### src/rtl/vram_cpu_port_sequencer_if.sv
// Bundle between the CPU data/address port logic, the sequencer and the VRAM arbiter.
// The sequencer takes the master modport; the CPU/arbiter side takes the slave modport.
interface vram_cpu_port_sequencer_if #(
  parameter int FIFO_DEPTH = 4
) ();
  logic                          cpu_wr_stb;
  logic [7:0]                    cpu_wr_data;
  logic                          cpu_rd_stb;
  logic                          cpu_addr_set_stb;
  logic                          cpu_addr_rd_mode;
  logic                          VDPVRAMWRREQ;
  logic                          VDPVRAMWRACK;
  logic [7:0]                    VDPVRAMACCESSDATA;
  logic                          VDPVRAMADDRSETREQ;
  logic                          VDPVRAMADDRSETACK;
  logic                          VDPVRAMRDREQ;
  logic                          VDPVRAMRDACK;
  logic                          vram_rd_valid;
  logic [7:0]                    vram_rd_data;
  logic [7:0]                    cpu_rd_data;
  logic                          cpu_wait;
  logic [$clog2(FIFO_DEPTH):0]   fifo_level;
  logic                          overflow;

  modport master (
    input  cpu_wr_stb, cpu_wr_data, cpu_rd_stb, cpu_addr_set_stb, cpu_addr_rd_mode,
    input  VDPVRAMWRACK, VDPVRAMADDRSETACK, VDPVRAMRDACK, vram_rd_valid, vram_rd_data,
    output VDPVRAMWRREQ, VDPVRAMACCESSDATA, VDPVRAMADDRSETREQ, VDPVRAMRDREQ,
    output cpu_rd_data, cpu_wait, fifo_level, overflow
  );

  modport slave (
    output cpu_wr_stb, cpu_wr_data, cpu_rd_stb, cpu_addr_set_stb, cpu_addr_rd_mode,
    output VDPVRAMWRACK, VDPVRAMADDRSETACK, VDPVRAMRDACK, vram_rd_valid, vram_rd_data,
    input  VDPVRAMWRREQ, VDPVRAMACCESSDATA, VDPVRAMADDRSETREQ, VDPVRAMRDREQ,
    input  cpu_rd_data, cpu_wait, fifo_level, overflow
  );
endinterface

### src/rtl/vram_cpu_port_sequencer.sv
// Serialises CPU VRAM data-port traffic (buffered writes, address sets, read prefetch)
// onto toggle req/ack handshakes towards the VRAM arbiter, one request in flight at a time.
module vram_cpu_port_sequencer #(
  parameter int FIFO_DEPTH = 4
) (
  input  logic                           CLK21M,
  input  logic                           RESET,
  vram_cpu_port_sequencer_if.master      bus
);

  localparam int PTR_W = $clog2(FIFO_DEPTH);
  localparam int LVL_W = PTR_W + 1;
  localparam logic [LVL_W-1:0] LVL_FULL = LVL_W'(FIFO_DEPTH);
  localparam logic [LVL_W-1:0] LVL_ZERO = {LVL_W{1'b0}};

  localparam logic [1:0] ST_IDLE    = 2'd0;
  localparam logic [1:0] ST_WR_WAIT = 2'd1;
  localparam logic [1:0] ST_AS_WAIT = 2'd2;
  localparam logic [1:0] ST_RD_WAIT = 2'd3;

  logic [1:0]       state_r, state_s;
  logic [7:0]       mem_r [FIFO_DEPTH];
  logic [PTR_W-1:0] wr_ptr_r, rd_ptr_r;
  logic [LVL_W-1:0] level_r, level_s;
  logic             wr_req_r, wr_req_s;
  logic             as_req_r, as_req_s;
  logic             rd_req_r, rd_req_s;
  logic [7:0]       access_data_r, access_data_s;
  logic [7:0]       rd_data_r, rd_data_s;
  logic             cpu_wait_r, cpu_wait_s;
  logic             overflow_r, overflow_s;
  logic             as_pend_r, as_pend_s, as_pend_f_s;
  logic             rd_mode_r, rd_mode_s;
  logic             pf_pend_r, pf_pend_s, pf_pend_f_s;
  logic             pf_again_r, pf_again_s, pf_again_f_s;
  logic             rd_seen_r, rd_seen_s;
  logic             push_s, pop_s;

  // Request sequencing FSM, FIFO bookkeeping and pend-flag updates.
  always_comb begin
    push_s        = bus.cpu_wr_stb & ~cpu_wait_r;
    pop_s         = 1'b0;
    state_s       = state_r;
    wr_req_s      = wr_req_r;
    as_req_s      = as_req_r;
    rd_req_s      = rd_req_r;
    access_data_s = access_data_r;
    rd_data_s     = rd_data_r;
    rd_seen_s     = rd_seen_r;
    as_pend_f_s   = as_pend_r;
    pf_pend_f_s   = pf_pend_r;
    pf_again_f_s  = pf_again_r;

    case (state_r)
      ST_IDLE: begin
        if (level_r != LVL_ZERO) begin
          wr_req_s      = ~wr_req_r;
          access_data_s = mem_r[rd_ptr_r];
          state_s       = ST_WR_WAIT;
        end else if (as_pend_r) begin
          as_req_s = ~as_req_r;
          state_s  = ST_AS_WAIT;
        end else if (pf_pend_r) begin
          rd_req_s     = ~rd_req_r;
          rd_seen_s    = 1'b0;
          pf_again_f_s = 1'b0;
          state_s      = ST_RD_WAIT;
        end else begin
          state_s = ST_IDLE;
        end
      end
      ST_WR_WAIT: begin
        if (bus.VDPVRAMWRACK == wr_req_r) begin
          pop_s   = 1'b1;
          state_s = ST_IDLE;
        end else begin
          state_s = ST_WR_WAIT;
        end
      end
      ST_AS_WAIT: begin
        if (bus.VDPVRAMADDRSETACK == as_req_r) begin
          as_pend_f_s = 1'b0;
          pf_pend_f_s = pf_pend_r | rd_mode_r;
          state_s     = ST_IDLE;
        end else begin
          state_s = ST_AS_WAIT;
        end
      end
      ST_RD_WAIT: begin
        if (bus.vram_rd_valid) begin
          rd_data_s = bus.vram_rd_data;
          rd_seen_s = 1'b1;
        end else begin
          rd_seen_s = rd_seen_r;
        end
        // Data may land before, with or after the ack; leave only once both happened.
        if ((bus.VDPVRAMRDACK == rd_req_r) && (rd_seen_r || bus.vram_rd_valid)) begin
          pf_pend_f_s  = pf_again_r;
          pf_again_f_s = 1'b0;
          state_s      = ST_IDLE;
        end else begin
          state_s = ST_RD_WAIT;
        end
      end
      default: begin
        state_s = ST_IDLE;
      end
    endcase

    // The in-flight prefetch stays pending until RD_WAIT exits; a strobe meanwhile arms one more.
    as_pend_s  = bus.cpu_addr_set_stb | as_pend_f_s;
    rd_mode_s  = bus.cpu_addr_set_stb ? bus.cpu_addr_rd_mode : rd_mode_r;
    pf_again_s = (bus.cpu_rd_stb && (state_s == ST_RD_WAIT)) ? 1'b1 :
                 (bus.cpu_addr_set_stb ? 1'b0 : pf_again_f_s);
    pf_pend_s  = (bus.cpu_rd_stb && (state_s != ST_RD_WAIT)) ? 1'b1 :
                 ((bus.cpu_addr_set_stb && (state_s != ST_RD_WAIT)) ? 1'b0 : pf_pend_f_s);

    case ({push_s, pop_s})
      2'b10:   level_s = level_r + LVL_W'(1);
      2'b01:   level_s = level_r - LVL_W'(1);
      default: level_s = level_r;
    endcase

    cpu_wait_s = (level_s == LVL_FULL) | as_pend_s;
    overflow_s = overflow_r | (bus.cpu_wr_stb & cpu_wait_r);
  end

  // State, handshake and output registers.
  always_ff @(posedge CLK21M or posedge RESET) begin
    if (RESET) begin
      state_r       <= ST_IDLE;
      wr_ptr_r      <= {PTR_W{1'b0}};
      rd_ptr_r      <= {PTR_W{1'b0}};
      level_r       <= LVL_ZERO;
      wr_req_r      <= 1'b0;
      as_req_r      <= 1'b0;
      rd_req_r      <= 1'b0;
      access_data_r <= 8'h00;
      rd_data_r     <= 8'h00;
      cpu_wait_r    <= 1'b0;
      overflow_r    <= 1'b0;
      as_pend_r     <= 1'b0;
      rd_mode_r     <= 1'b0;
      pf_pend_r     <= 1'b0;
      pf_again_r    <= 1'b0;
      rd_seen_r     <= 1'b0;
      for (int i = 0; i < FIFO_DEPTH; i++) begin
        mem_r[i] <= 8'h00;
      end
    end else begin
      state_r       <= state_s;
      level_r       <= level_s;
      wr_req_r      <= wr_req_s;
      as_req_r      <= as_req_s;
      rd_req_r      <= rd_req_s;
      access_data_r <= access_data_s;
      rd_data_r     <= rd_data_s;
      cpu_wait_r    <= cpu_wait_s;
      overflow_r    <= overflow_s;
      as_pend_r     <= as_pend_s;
      rd_mode_r     <= rd_mode_s;
      pf_pend_r     <= pf_pend_s;
      pf_again_r    <= pf_again_s;
      rd_seen_r     <= rd_seen_s;
      if (push_s) begin
        mem_r[wr_ptr_r] <= bus.cpu_wr_data;
        wr_ptr_r        <= wr_ptr_r + PTR_W'(1);
      end
      if (pop_s) begin
        rd_ptr_r <= rd_ptr_r + PTR_W'(1);
      end
    end
  end

  assign bus.VDPVRAMWRREQ      = wr_req_r;
  assign bus.VDPVRAMADDRSETREQ = as_req_r;
  assign bus.VDPVRAMRDREQ      = rd_req_r;
  assign bus.VDPVRAMACCESSDATA = access_data_r;
  assign bus.cpu_rd_data       = rd_data_r;
  assign bus.cpu_wait          = cpu_wait_r;
  assign bus.fifo_level        = level_r;
  assign bus.overflow          = overflow_r;

endmodule

### src/flat_wrapper.sv
// flat-port wrapper written by rule: the top's interface ports become plain ports
module vram_cpu_port_sequencer_flat 
#(
  parameter int FIFO_DEPTH = 4
)
  (CLK21M, RESET, bus_cpu_wr_stb, bus_cpu_wr_data, bus_cpu_rd_stb, bus_cpu_addr_set_stb, bus_cpu_addr_rd_mode, bus_VDPVRAMWRACK, bus_VDPVRAMADDRSETACK, bus_VDPVRAMRDACK, bus_vram_rd_valid, bus_vram_rd_data, bus_VDPVRAMWRREQ, bus_VDPVRAMACCESSDATA, bus_VDPVRAMADDRSETREQ, bus_VDPVRAMRDREQ, bus_cpu_rd_data, bus_cpu_wait, bus_fifo_level, bus_overflow);
  vram_cpu_port_sequencer_if #(.FIFO_DEPTH(FIFO_DEPTH)) bus_i ();
  input  logic CLK21M;
  input  logic RESET;
  input wire logic [$bits(bus_i.cpu_wr_stb)-1:0] bus_cpu_wr_stb;
  input wire logic [$bits(bus_i.cpu_wr_data)-1:0] bus_cpu_wr_data;
  input wire logic [$bits(bus_i.cpu_rd_stb)-1:0] bus_cpu_rd_stb;
  input wire logic [$bits(bus_i.cpu_addr_set_stb)-1:0] bus_cpu_addr_set_stb;
  input wire logic [$bits(bus_i.cpu_addr_rd_mode)-1:0] bus_cpu_addr_rd_mode;
  input wire logic [$bits(bus_i.VDPVRAMWRACK)-1:0] bus_VDPVRAMWRACK;
  input wire logic [$bits(bus_i.VDPVRAMADDRSETACK)-1:0] bus_VDPVRAMADDRSETACK;
  input wire logic [$bits(bus_i.VDPVRAMRDACK)-1:0] bus_VDPVRAMRDACK;
  input wire logic [$bits(bus_i.vram_rd_valid)-1:0] bus_vram_rd_valid;
  input wire logic [$bits(bus_i.vram_rd_data)-1:0] bus_vram_rd_data;
  output wire logic [$bits(bus_i.VDPVRAMWRREQ)-1:0] bus_VDPVRAMWRREQ;
  output wire logic [$bits(bus_i.VDPVRAMACCESSDATA)-1:0] bus_VDPVRAMACCESSDATA;
  output wire logic [$bits(bus_i.VDPVRAMADDRSETREQ)-1:0] bus_VDPVRAMADDRSETREQ;
  output wire logic [$bits(bus_i.VDPVRAMRDREQ)-1:0] bus_VDPVRAMRDREQ;
  output wire logic [$bits(bus_i.cpu_rd_data)-1:0] bus_cpu_rd_data;
  output wire logic [$bits(bus_i.cpu_wait)-1:0] bus_cpu_wait;
  output wire logic [$bits(bus_i.fifo_level)-1:0] bus_fifo_level;
  output wire logic [$bits(bus_i.overflow)-1:0] bus_overflow;
  assign bus_i.cpu_wr_stb = bus_cpu_wr_stb;
  assign bus_i.cpu_wr_data = bus_cpu_wr_data;
  assign bus_i.cpu_rd_stb = bus_cpu_rd_stb;
  assign bus_i.cpu_addr_set_stb = bus_cpu_addr_set_stb;
  assign bus_i.cpu_addr_rd_mode = bus_cpu_addr_rd_mode;
  assign bus_i.VDPVRAMWRACK = bus_VDPVRAMWRACK;
  assign bus_i.VDPVRAMADDRSETACK = bus_VDPVRAMADDRSETACK;
  assign bus_i.VDPVRAMRDACK = bus_VDPVRAMRDACK;
  assign bus_i.vram_rd_valid = bus_vram_rd_valid;
  assign bus_i.vram_rd_data = bus_vram_rd_data;
  assign bus_VDPVRAMWRREQ = bus_i.VDPVRAMWRREQ;
  assign bus_VDPVRAMACCESSDATA = bus_i.VDPVRAMACCESSDATA;
  assign bus_VDPVRAMADDRSETREQ = bus_i.VDPVRAMADDRSETREQ;
  assign bus_VDPVRAMRDREQ = bus_i.VDPVRAMRDREQ;
  assign bus_cpu_rd_data = bus_i.cpu_rd_data;
  assign bus_cpu_wait = bus_i.cpu_wait;
  assign bus_fifo_level = bus_i.fifo_level;
  assign bus_overflow = bus_i.overflow;
  vram_cpu_port_sequencer #(.FIFO_DEPTH(FIFO_DEPTH)) u_core (.CLK21M(CLK21M), .RESET(RESET), .bus(bus_i));
endmodule
### config.mk
export PLATFORM = sky130hd
export DESIGN_NAME = vram_cpu_port_sequencer_flat
export DESIGN_NICKNAME = d
export VERILOG_FILES = /design/src/rtl/vram_cpu_port_sequencer_if.sv /design/src/rtl/vram_cpu_port_sequencer.sv /design/src/flat_wrapper.sv
export SDC_FILE = /design/constraint.sdc
export NUM_CORES = 1
export LEC_CHECK = 0
export CORE_MARGIN = 2
export CORE_UTILIZATION = 56
export CTS_CLUSTER_DIAMETER = 60
export DETAILED_ROUTE_END_ITERATION = 8
export PLACE_DENSITY_LB_ADDON = 0.25
export SYNTH_ARGS = -nofsm -noshare
export SYNTH_HDL_FRONTEND = slang
export SYNTH_SLANG_ARGS = --single-unit
export TNS_END_PERCENT = 50
### constraint.sdc
create_clock -name CLK21M -period 5.1 [get_ports CLK21M]
set_clock_uncertainty 0.05 [all_clocks]
set_input_delay 0.51 -clock CLK21M [delete_from_list [all_inputs] [get_ports CLK21M]]
set_output_delay 0.51 -clock CLK21M [all_outputs]
set_load 0.1 [all_outputs]
; ---- Word level (Yosys, flattened, before mapping)
; Cells that the tools add are included.
[totals]
reg_bits = 67
out_inout_bits = 24
in_bits = 26
elab_cells = 112
[classes]
n_reduce_logical = 18
n_eq_ne = 21
bitwise_logic = 14
n_addsub = 4
n_mux = 32
n_lt_le_gt_ge = 3
[op_table]
columns = operator, n
row1 = 32-bit bitwise mux, 1
row2 = 8-bit 2-to-1 mux, 3
row3 = 8-bit binary-select mux with 2-bit select, 1
row4 = 8-bit demux with 2-bit select, 1
row5 = 1-bit 2-to-1 mux, 16
row6 = 2-bit 2-to-1 mux, 5
row7 = 5-bit AND reduction, 2
row8 = "2-bit == test, second input constant", 4
row9 = "2-bit != test, second input constant", 4
row10 = "4-bit by 1-bit != test with 1-bit output, second input constant", 2
row11 = "4-bit by 2-bit != test with 1-bit output, second input constant", 2
row12 = "4-bit != test, second input constant", 2
row13 = 2-bit case mux with 4 select lines, 1
row14 = 4-bit nonzero test, 2
row15 = "3-bit greater-or-equal comparator, second input constant", 2
row16 = 1-bit inverter, 6
row17 = 2-bit inverter with 3-bit output, 2
row18 = 1-bit case mux with 2 select lines, 3
row19 = 3-bit case mux with 2 select lines, 1
row20 = 3-bit AND reduction, 2
row21 = 1-bit logical AND, 5
row22 = "2-bit by 1-bit adder with 2-bit output, second input constant", 2
row23 = "2-bit by 1-bit == test with 1-bit output, second input constant", 2
row24 = 1-bit OR, 4
row25 = other kinds (13), 17

; ---- Logic depth before layout (Yosys ltp)
; Gate-level depths: netlist of run 1.
[depth]
ltp_word = 8
depth_mapped = 10
ltp_nobuf = 9

; ---- Least setup slack after synthesis of run 1
; Ideal clock, no wire load.
[synth_path]
kind = register to register
startpoint = register u_core.wr_req_r (netlist: u_core.bus.VDPVRAMWRREQ)
endpoint = register u_core.cpu_wait_r (netlist: u_core.bus.cpu_wait)
t_arrival_ps = 2626
required_time_ps = 4932
period_less_slack_ps = 2794
n_path_buf = 0
path_slack_ps = 2306
path_stages_with_launch = 10
setup_ps = 118
cell_sequence = dfrtp_1 xor2_1 nor3_1 ha_1 inv_1 fa_1 xor2_1 nor2_1 xor2_1 a21o_1
[synth_via]
elab_chain_cells = 7
word_cells_on_any_way = 8
classes_between = 4 x eq/ne / 3 x mux / 1 x bitwise
[synth_rtl]
columns = element, line_no
row1 = "start, declared", vram_cpu_port_sequencer.sv:25  ; logic wr_req_r, wr_req_s;
row2 = "start signal, assigned", vram_cpu_port_sequencer.sv:153  ; wr_req_r <= wr_req_s;
row3 = 1-bit == test *, vram_cpu_port_sequencer.sv:73  ; if (bus.VDPVRAMWRACK == wr_req_r) begin
row4 = 1-bit 2-to-1 mux *, vram_cpu_port_sequencer.sv:73
row5 = 1-bit 2-to-1 mux *, vram_cpu_port_sequencer.sv:54  ; case (state_r)
row6 = 2-bit by 1-bit == test with 1-bit output or 2-bit == test (tied branches), vram_cpu_port_sequencer.sv:118  ; case ({push_s, pop_s})
row7 = 3-bit case mux with 2 select lines *, vram_cpu_port_sequencer.sv:118
row8 = net u_core.level_s[2], vram_cpu_port_sequencer.sv:24  ; logic [LVL_W-1:0] level_r, level_s;
row9 = 3-bit == test *, vram_cpu_port_sequencer.sv:124  ; cpu_wait_s = (level_s == LVL_FULL) | as_pend_s;
row10 = 1-bit OR *, vram_cpu_port_sequencer.sv:124
row11 = net u_core.cpu_wait_s, vram_cpu_port_sequencer.sv:30  ; logic cpu_wait_r, cpu_wait_s;
row12 = "end signal, assigned", vram_cpu_port_sequencer.sv:158  ; cpu_wait_r <= cpu_wait_s;
row13 = "end, declared", vram_cpu_port_sequencer.sv:30
; The timed path passes the listed nets; every way through them passes the cells marked *.
; A chain may end at the register's enable or synchronous reset.

; ---- Final worst setup path of run 1
[layout_path]
startpoint = input port bus_VDPVRAMWRACK
endpoint = register u_core.cpu_wait_r (netlist: u_core.bus.cpu_wait)
[layout_via]
elab_chain_cells = 7
word_cells_on_any_way = 8
classes_between = 4 x eq/ne / 3 x mux / 1 x bitwise
[layout_rtl]
columns = element, line_no
row1 = "start, declared", flat_wrapper.sv:15  ; input wire logic [$bits(bus_i.VDPVRAMWRACK)-1:0] bus_VDPVRAMWRACK;
row2 = 1-bit == test *, vram_cpu_port_sequencer.sv:73
row3 = 1-bit 2-to-1 mux *, vram_cpu_port_sequencer.sv:73
row4 = 1-bit 2-to-1 mux *, vram_cpu_port_sequencer.sv:54
row5 = 2-bit by 1-bit == test with 1-bit output or 2-bit == test (tied branches), vram_cpu_port_sequencer.sv:118
row6 = 3-bit case mux with 2 select lines *, vram_cpu_port_sequencer.sv:118
row7 = net u_core.level_s[2], vram_cpu_port_sequencer.sv:24
row8 = 3-bit == test *, vram_cpu_port_sequencer.sv:124
row9 = 1-bit OR *, vram_cpu_port_sequencer.sv:124
row10 = net u_core.cpu_wait_s, vram_cpu_port_sequencer.sv:30
; Marks and branches as above.

==> out/qor.yml, run 1 <==
critical_path:
  crit_buf_inv: 2
  max_stage_delay_ns: 0.41
  start_kind: "input port"
  worst-endpoint-arrival_ns: 2.80
  cp_top_family: "adder cells"
  end_kind: "register"
  cp_slowest_cell: "clkdlybuf4s50_1"
  criticalPathCategory: "in -> reg"
  path_cells: "clkdlybuf4s50_1 > xor2_1 > nor3_1 > ha_1 > inv_1 > fa_1 > xor2_1 > nor2_1 > xor2_1 > a21o_1"
  worstPathRequired_ns: 5.33
  crit_top_cell: "xor2_1"
  cp_max_fo: 3
grt:
  grt_overflow: 0
  track_usage_pct: 20.3
  grt_max_degree: 68
  antenna_found_initial: 0
  grt_pass1_wl_microns: 8860
  grt_pass1_vias: 1877
synthesis:
  synth_ff_type: "dfrtp_1"
  syn_inst: 202
  ys_async_sr_fraction_pct: 100
  synthesis.nets: 234
  syn_avg_cell_area_sq_um: 14.5
  synth-edff-count: 0
  ys_types: 31
  ys_seq_area_share_pct: 57.1
  netlist_area_sq_um: 2940
  ys_ff_latch: 67
  synth-warning-count: 0
clocking:
  cts_hold_buf: 0
  tritoncts: "done"
  clock_sinks: 67
  cts_inserted_buffers: 9
  clkLatencyLatePin_ns: 0.34
  path_clk_slew_ns: 0.07
  clock_path_buffers: 2
  postCtsSetupBuffers: 0
  htreeDepth: 3
  cts_resized: 0
  clockRootBuffer: "clkbuf_8"
timing:
  worst_pin_slew_ns: 0.987
  fin_crit_sh_pct: 50.4
  min_period_ns: 2.57
  slew_headroom_pct: 34.0
  hold_viol_final: 0
  fmax_ghz: 0.389
  fin_setup_tns_ns: 0
  rsz0062_at_grt: "false"
  setup_viol_count_final: 0
  holdWs_ns: 0.403
  slew_violations: 0
  setup_ws_ns: 2.53
routing:
  vias_per_cell: 5.26
  drt_iter0_markers: 94
  wire_per_inst_microns: 15.7
  finalWirelength_microns: 5240
  route.met2.wl_microns: 2570
  num_vias: 1753
  wl_met1_microns: 2340
  maxUsedRoutingLayer: "met4"
  drc_errors: 0
  ant_nets: 0
  routed-wl-met3_microns: 257
  dr.pass1.iters: 4
layout:
  syn_to_final_growth_pct: 26.9
  nets: 290
  final_util_pct: 73.4
  final_cell_mix: "dfrtp_1 (67), mux2_2 (49), clkdlybuf4s50_1 (49), nand2_1 (13), clkbuf_8 (11)"
  layout-drive-gt1-share_pct: 30.0
  layout_commonest_cell: "dfrtp_1"
  antennaDiodeCount: 0
floorplanning:
  initial_utilization_pct: 57.8
  die_w_microns: 76.4
  ios: 50
  fp-row-count: 26
  dieArea_sq_um: 5840
  die_h_microns: 76.4
  fp.coreArea_sq_um: 5070
outcome:
  status: "completed"
power_and_ir_drop:
  clkPwrFrac_pct: 19.7
  power_per_cell_area_nw_per_um2: 672
  p_int_w: 0.00144
  p_sw_share_pct: 42.5
  p_leak_nw: 1.70
  ir_drop_mv: 0.349
  seqPwrFrac_pct: 35.0
  switchingPower_w: 0.00106
  comb_power_share_pct: 45.3
placement:
  port-buffer-count: 49
  dp_hpwl_microns: 3590
  dp_slack_ns: 2.16
  place_congestion: 0.710
worst_hold_path:
  min_path_type: "reg -> reg"
flow_run:
  maxCapViolCount: 0
-- cells in the mapped netlist, types with 2 or more instances --
cell / n / share of area (%)
mux4_2: 8 / 6.1
xnor2_1: 7 / 2.1
inv_1: 9 / 1.2
nor3_1: 3 / 0.51
ha_1: 5 / 2.1
nand3_1: 2 / 0.34
mux2_2: 49 / 19
nor2_1: 4 / 0.51
o21ai_0: 4 / 0.68
nor4_1: 2 / 0.43
buf_2: 4 / 0.68
nand2_1: 13 / 1.7
dfrtp_1: 67 / 57
a21o_1: 3 / 0.77
xor2_1: 5 / 1.5
nor2b_1: 2 / 0.43
-- cell families after synthesis --
family	synth area share [%]
AOI/OAI and AO/OA	3.45
and+or+nand+nor	6.14
DFF	57.1
xor gates and xnor gates	3.58
muxes	24.9
adders and majority gates	2.81
buffers and inverters	1.96
-- worst paths after layout --
| path | startpoint | end | slack (ns) | cells after the start |
|---|---|---|---|---|
| worst min register to register | u_core.bus.overflow | u_core.bus.overflow | 0.40 | 1 |
| worst max-delay path | bus_VDPVRAMWRACK | u_core.bus.cpu_wait | 2.53 | 10 |
| worst min-delay path | u_core.bus.overflow | u_core.bus.overflow | 0.40 | 1 |
| worst max register to register | u_core.state_r[0] | u_core.bus.cpu_wait | 2.62 | 9 |
| max in group asynchronous | RESET | u_core.bus.VDPVRAMACCESSDATA[1] | 3.81 | 3 |
| min in group asynchronous | RESET | u_core.bus.cpu_rd_data[1] | 0.67 | 3 |
-- through the flow --
| step | instances | total power (W) | area, sq um |
|---|---|---|---|
| after floorplan | 202 | 0.00176 | 2940 |
| after global placement | 317 | 0.00199 | 3500 |
| after detailed placement | 317 | 0.00203 | 3500 |
| after CTS | 333 | 0.00253 | 3720 |
| after global routing | 333 | 0.00263 | 3720 |
| final | 333 | 0.00250 | 3720 |
-- worst reg2reg max path, stage by stage (launching register included) --
cell and delay (ns):
dfrtp_1 0.46, inv_1 0.13, nor3_1 0.42, ha_1 0.27, inv_1 0.07, fa_1 0.41, xor2_1 0.17, nor2_1 0.11
xor2_1 0.19, a21o_1 0.14
-- power by group through the flow --
| stage | clock (W) | sequential [W] | combinational, W |
|---|---|---|---|
| floorplan | 0 | 0.00130 | 0.000464 |
| global placement | 0 | 0.000876 | 0.00111 |
| detailed placement | 0 | 0.000886 | 0.00114 |
| CTS | 0.000508 | 0.000877 | 0.00115 |
| global route | 0.000533 | 0.000903 | 0.00119 |
| finish | 0.000493 | 0.000876 | 0.00113 |
-- state kept, by name, summed over array words and instances (netlist names), 2 cells and up --
signal and count:
u_core.state_r 2, u_core.bus.cpu_rd_data 8, u_core.bus.VDPVRAMACCESSDATA 8, u_core.bus.fifo_level 3
u_core.rd_ptr_r 2, u_core.mem_r 32, u_core.wr_ptr_r 2
-- routing by layer --
metal / track usage (%) / vias up
met1: 25.0 / 875
met3: 8.06 / 9
met4: 7.64 / 0
met5: 0 / -
li1: - / 826
met2: 32.4 / 43
-- cell type report --
cell class / instances / area (sq um)
clock buffer: 12 / 155
clock inverter: 4 / 72.6
fill: 355 / 1350
inverter: 9 / 33.8
multi-input combinational: 121 / 1200
sequential: 67 / 1680
tap: 70 / 87.6
timing repair buffer: 50 / 498
Power figures use the tool's default switching activity.
==> run 2: changes to the inputs <==
--- a/config.mk
+++ b/config.mk
@@ -6,7 +6,7 @@
 export NUM_CORES = 1
 export LEC_CHECK = 0
 export CORE_MARGIN = 2
-export CORE_UTILIZATION = 56
+export CORE_UTILIZATION = 52
 export CTS_CLUSTER_DIAMETER = 60
 export DETAILED_ROUTE_END_ITERATION = 8
 export PLACE_DENSITY_LB_ADDON = 0.25
==> constraint.sdc (replaced) <==
create_clock -name CLK21M -period 2.6 [get_ports CLK21M]
set_clock_uncertainty 0.05 [all_clocks]
set_input_delay 0.26 -clock CLK21M [delete_from_list [all_inputs] [get_ports CLK21M]]
set_output_delay 0.26 -clock CLK21M [all_outputs]
set_load 0.1 [all_outputs]
==> out/qor.yml, run 2 (same netlist as run 1, synthesis figures left out) <==
routing:
  drt_iter0_markers: 109
  ant_nets: 0
  num_vias: 1766
  drc_errors: 0
  wire_per_inst_microns: 15.6
  finalWirelength_microns: 5250
  dr.pass1.iters: 4
  vias_per_cell: 5.26
clocking:
  clkLatencyLatePin_ns: 0.33
  clock_path_buffers: 2
  clockRootBuffer: "clkbuf_8"
  cts_inserted_buffers: 9
  postCtsSetupBuffers: 0
  htreeDepth: 3
  cts_resized: 0
  cts_hold_buf: 0
  tritoncts: "done"
  clock_sinks: 67
  path_clk_slew_ns: 0.07
timing:
  setup_ws_ns: 0.237
  fin_crit_sh_pct: 90.9
  hold_viol_final: 0
  rsz0062_at_grt: "false"
  min_period_ns: 2.36
  worst_pin_slew_ns: 0.612
  fmax_ghz: 0.423
  holdWs_ns: 0.276
  slew_headroom_pct: 59.2
  slew_violations: 0
  setup_viol_count_final: 0
  fin_setup_tns_ns: 0
layout:
  largest_reg_flops: 32
  syn_to_final_growth_pct: 24.8
  nets: 292
  fin_area_sq_um: 3660
  final_util_pct: 66.9
  layout-drive-gt1-share_pct: 39.4
  final_cell_mix: "dfrtp_1 (66), mux2_2 (49), buf_4 (26), clkdlybuf4s50_1 (25), nand2_1 (13)"
  regMostFlops: "u_core.mem_r"
  antennaDiodeCount: 0
  layout_commonest_cell: "dfrtp_1"
power_and_ir_drop:
  ir_drop_mv: 0.780
  power_per_cell_area_nw_per_um2: 1300
  p_leak_nw: 1.73
worst_hold_path:
  min_path_type: "in -> async"
placement:
  dp_slack_ns: 0.0464
  dpl_cell_area_sq_um: 3470
  port-buffer-count: 49
  dp_hpwl_microns: 3590
  place_congestion: 0.793
critical_path:
  cp_max_fo: 8
  start_kind: "register"
  end_kind: "register"
  path_cells: "inv_1 > nor3_1 > ha_1 > inv_1 > fa_1 > xor2_1 > nor2_1 > xor2_1 > a21o_1"
  worst-endpoint-arrival_ns: 2.59
  max_stage_delay_ns: 0.46
  r2r_slack_ns: 0.24
  worstPathRequired_ns: 2.82
  criticalPathCategory: "reg -> reg"
  cp_slowest_cell: "dfrtp_1"
floorplanning:
  initial_utilization_pct: 53.6
  die_w_microns: 79.1
  fp-row-count: 27
  die_h_microns: 79.1
  dieArea_sq_um: 6260
  ios: 50
  fp.coreArea_sq_um: 5470
grt:
  track_usage_pct: 18.6
  grt_max_degree: 68
  grt_pass1_vias: 1793
  grt_overflow: 0
  grt_pass1_wl_microns: 8730
  antenna_found_initial: 0
outcome:
  status: "completed"
flow_run:
  maxCapViolCount: 0
==> run 2: worst max-delay path: cells and delay by family, from the launching register on <==
| family | cells | cell delay (ns) |
|---|---|---|
| AOI/OAI and AO/OA | 1 | 0.14 |
| and+or+nand+nor | 2 | 0.44 |
| xor gates and xnor gates | 2 | 0.37 |
| buffers and inverters | 2 | 0.20 |
| adders and majority gates | 2 | 0.65 |
| DFF | 1 | 0.46 |
==> run 2: metrics by stage <==
| stage | cells | total power, W |
|---|---|---|
| floorplan | 202 | 0.00345 |
| global placement | 321 | 0.00388 |
| detailed placement | 321 | 0.00395 |
| CTS | 336 | 0.00481 |
| global route | 336 | 0.00502 |
| finish | 336 | 0.00476 |
==> run 2: metal layers <==
metal / global-route usage [%] / up-vias / part of all wire (%)
li1: - / 827 / -
met1: 25.1 / 889 / 46
met2: 28.4 / 41 / 48
met3: 3.86 / 9 / 4.3
met4: 10.0 / 0 / 1.7
met5: 0 / - / 0
==> run 2: worst paths after layout <==
path / to / from / cells after the start
hold / removal: u_core.mem_r[16] / RESET / 3
setup reg to reg: u_core.bus.cpu_wait / u_core.state_r[0] / 9
max in group asynchronous: u_core.mem_r[12] / RESET / 3
min in group CLK21M: u_core.bus.overflow / u_core.bus.overflow / 1
setup / recovery: u_core.bus.cpu_wait / u_core.state_r[0] / 9
hold reg to reg: u_core.bus.overflow / u_core.bus.overflow / 1
==> run 2: area by class of cell <==
type / instances / area, sq um
clock inverter: 2 / 35.0
tap: 72 / 90.1
clock buffer: 13 / 159
inverter: 9 / 33.8
timing repair buffer: 52 / 465
sequential: 67 / 1680
multi-input combinational: 121 / 1200
fill: 417 / 1810
==> run 2: report_power, final <==
part | internal, W | leakage, nW | switching (W) | total (W)
combinational | 0.000776 | 0.777 | 0.00141 | 0.00219
sequential | 0.00142 | 0.854 | 0.000299 | 0.00172
clock | 0.000490 | 0.0995 | 0.000364 | 0.000854
total | 0.00269 | 1.73 | 0.00207 | 0.00476
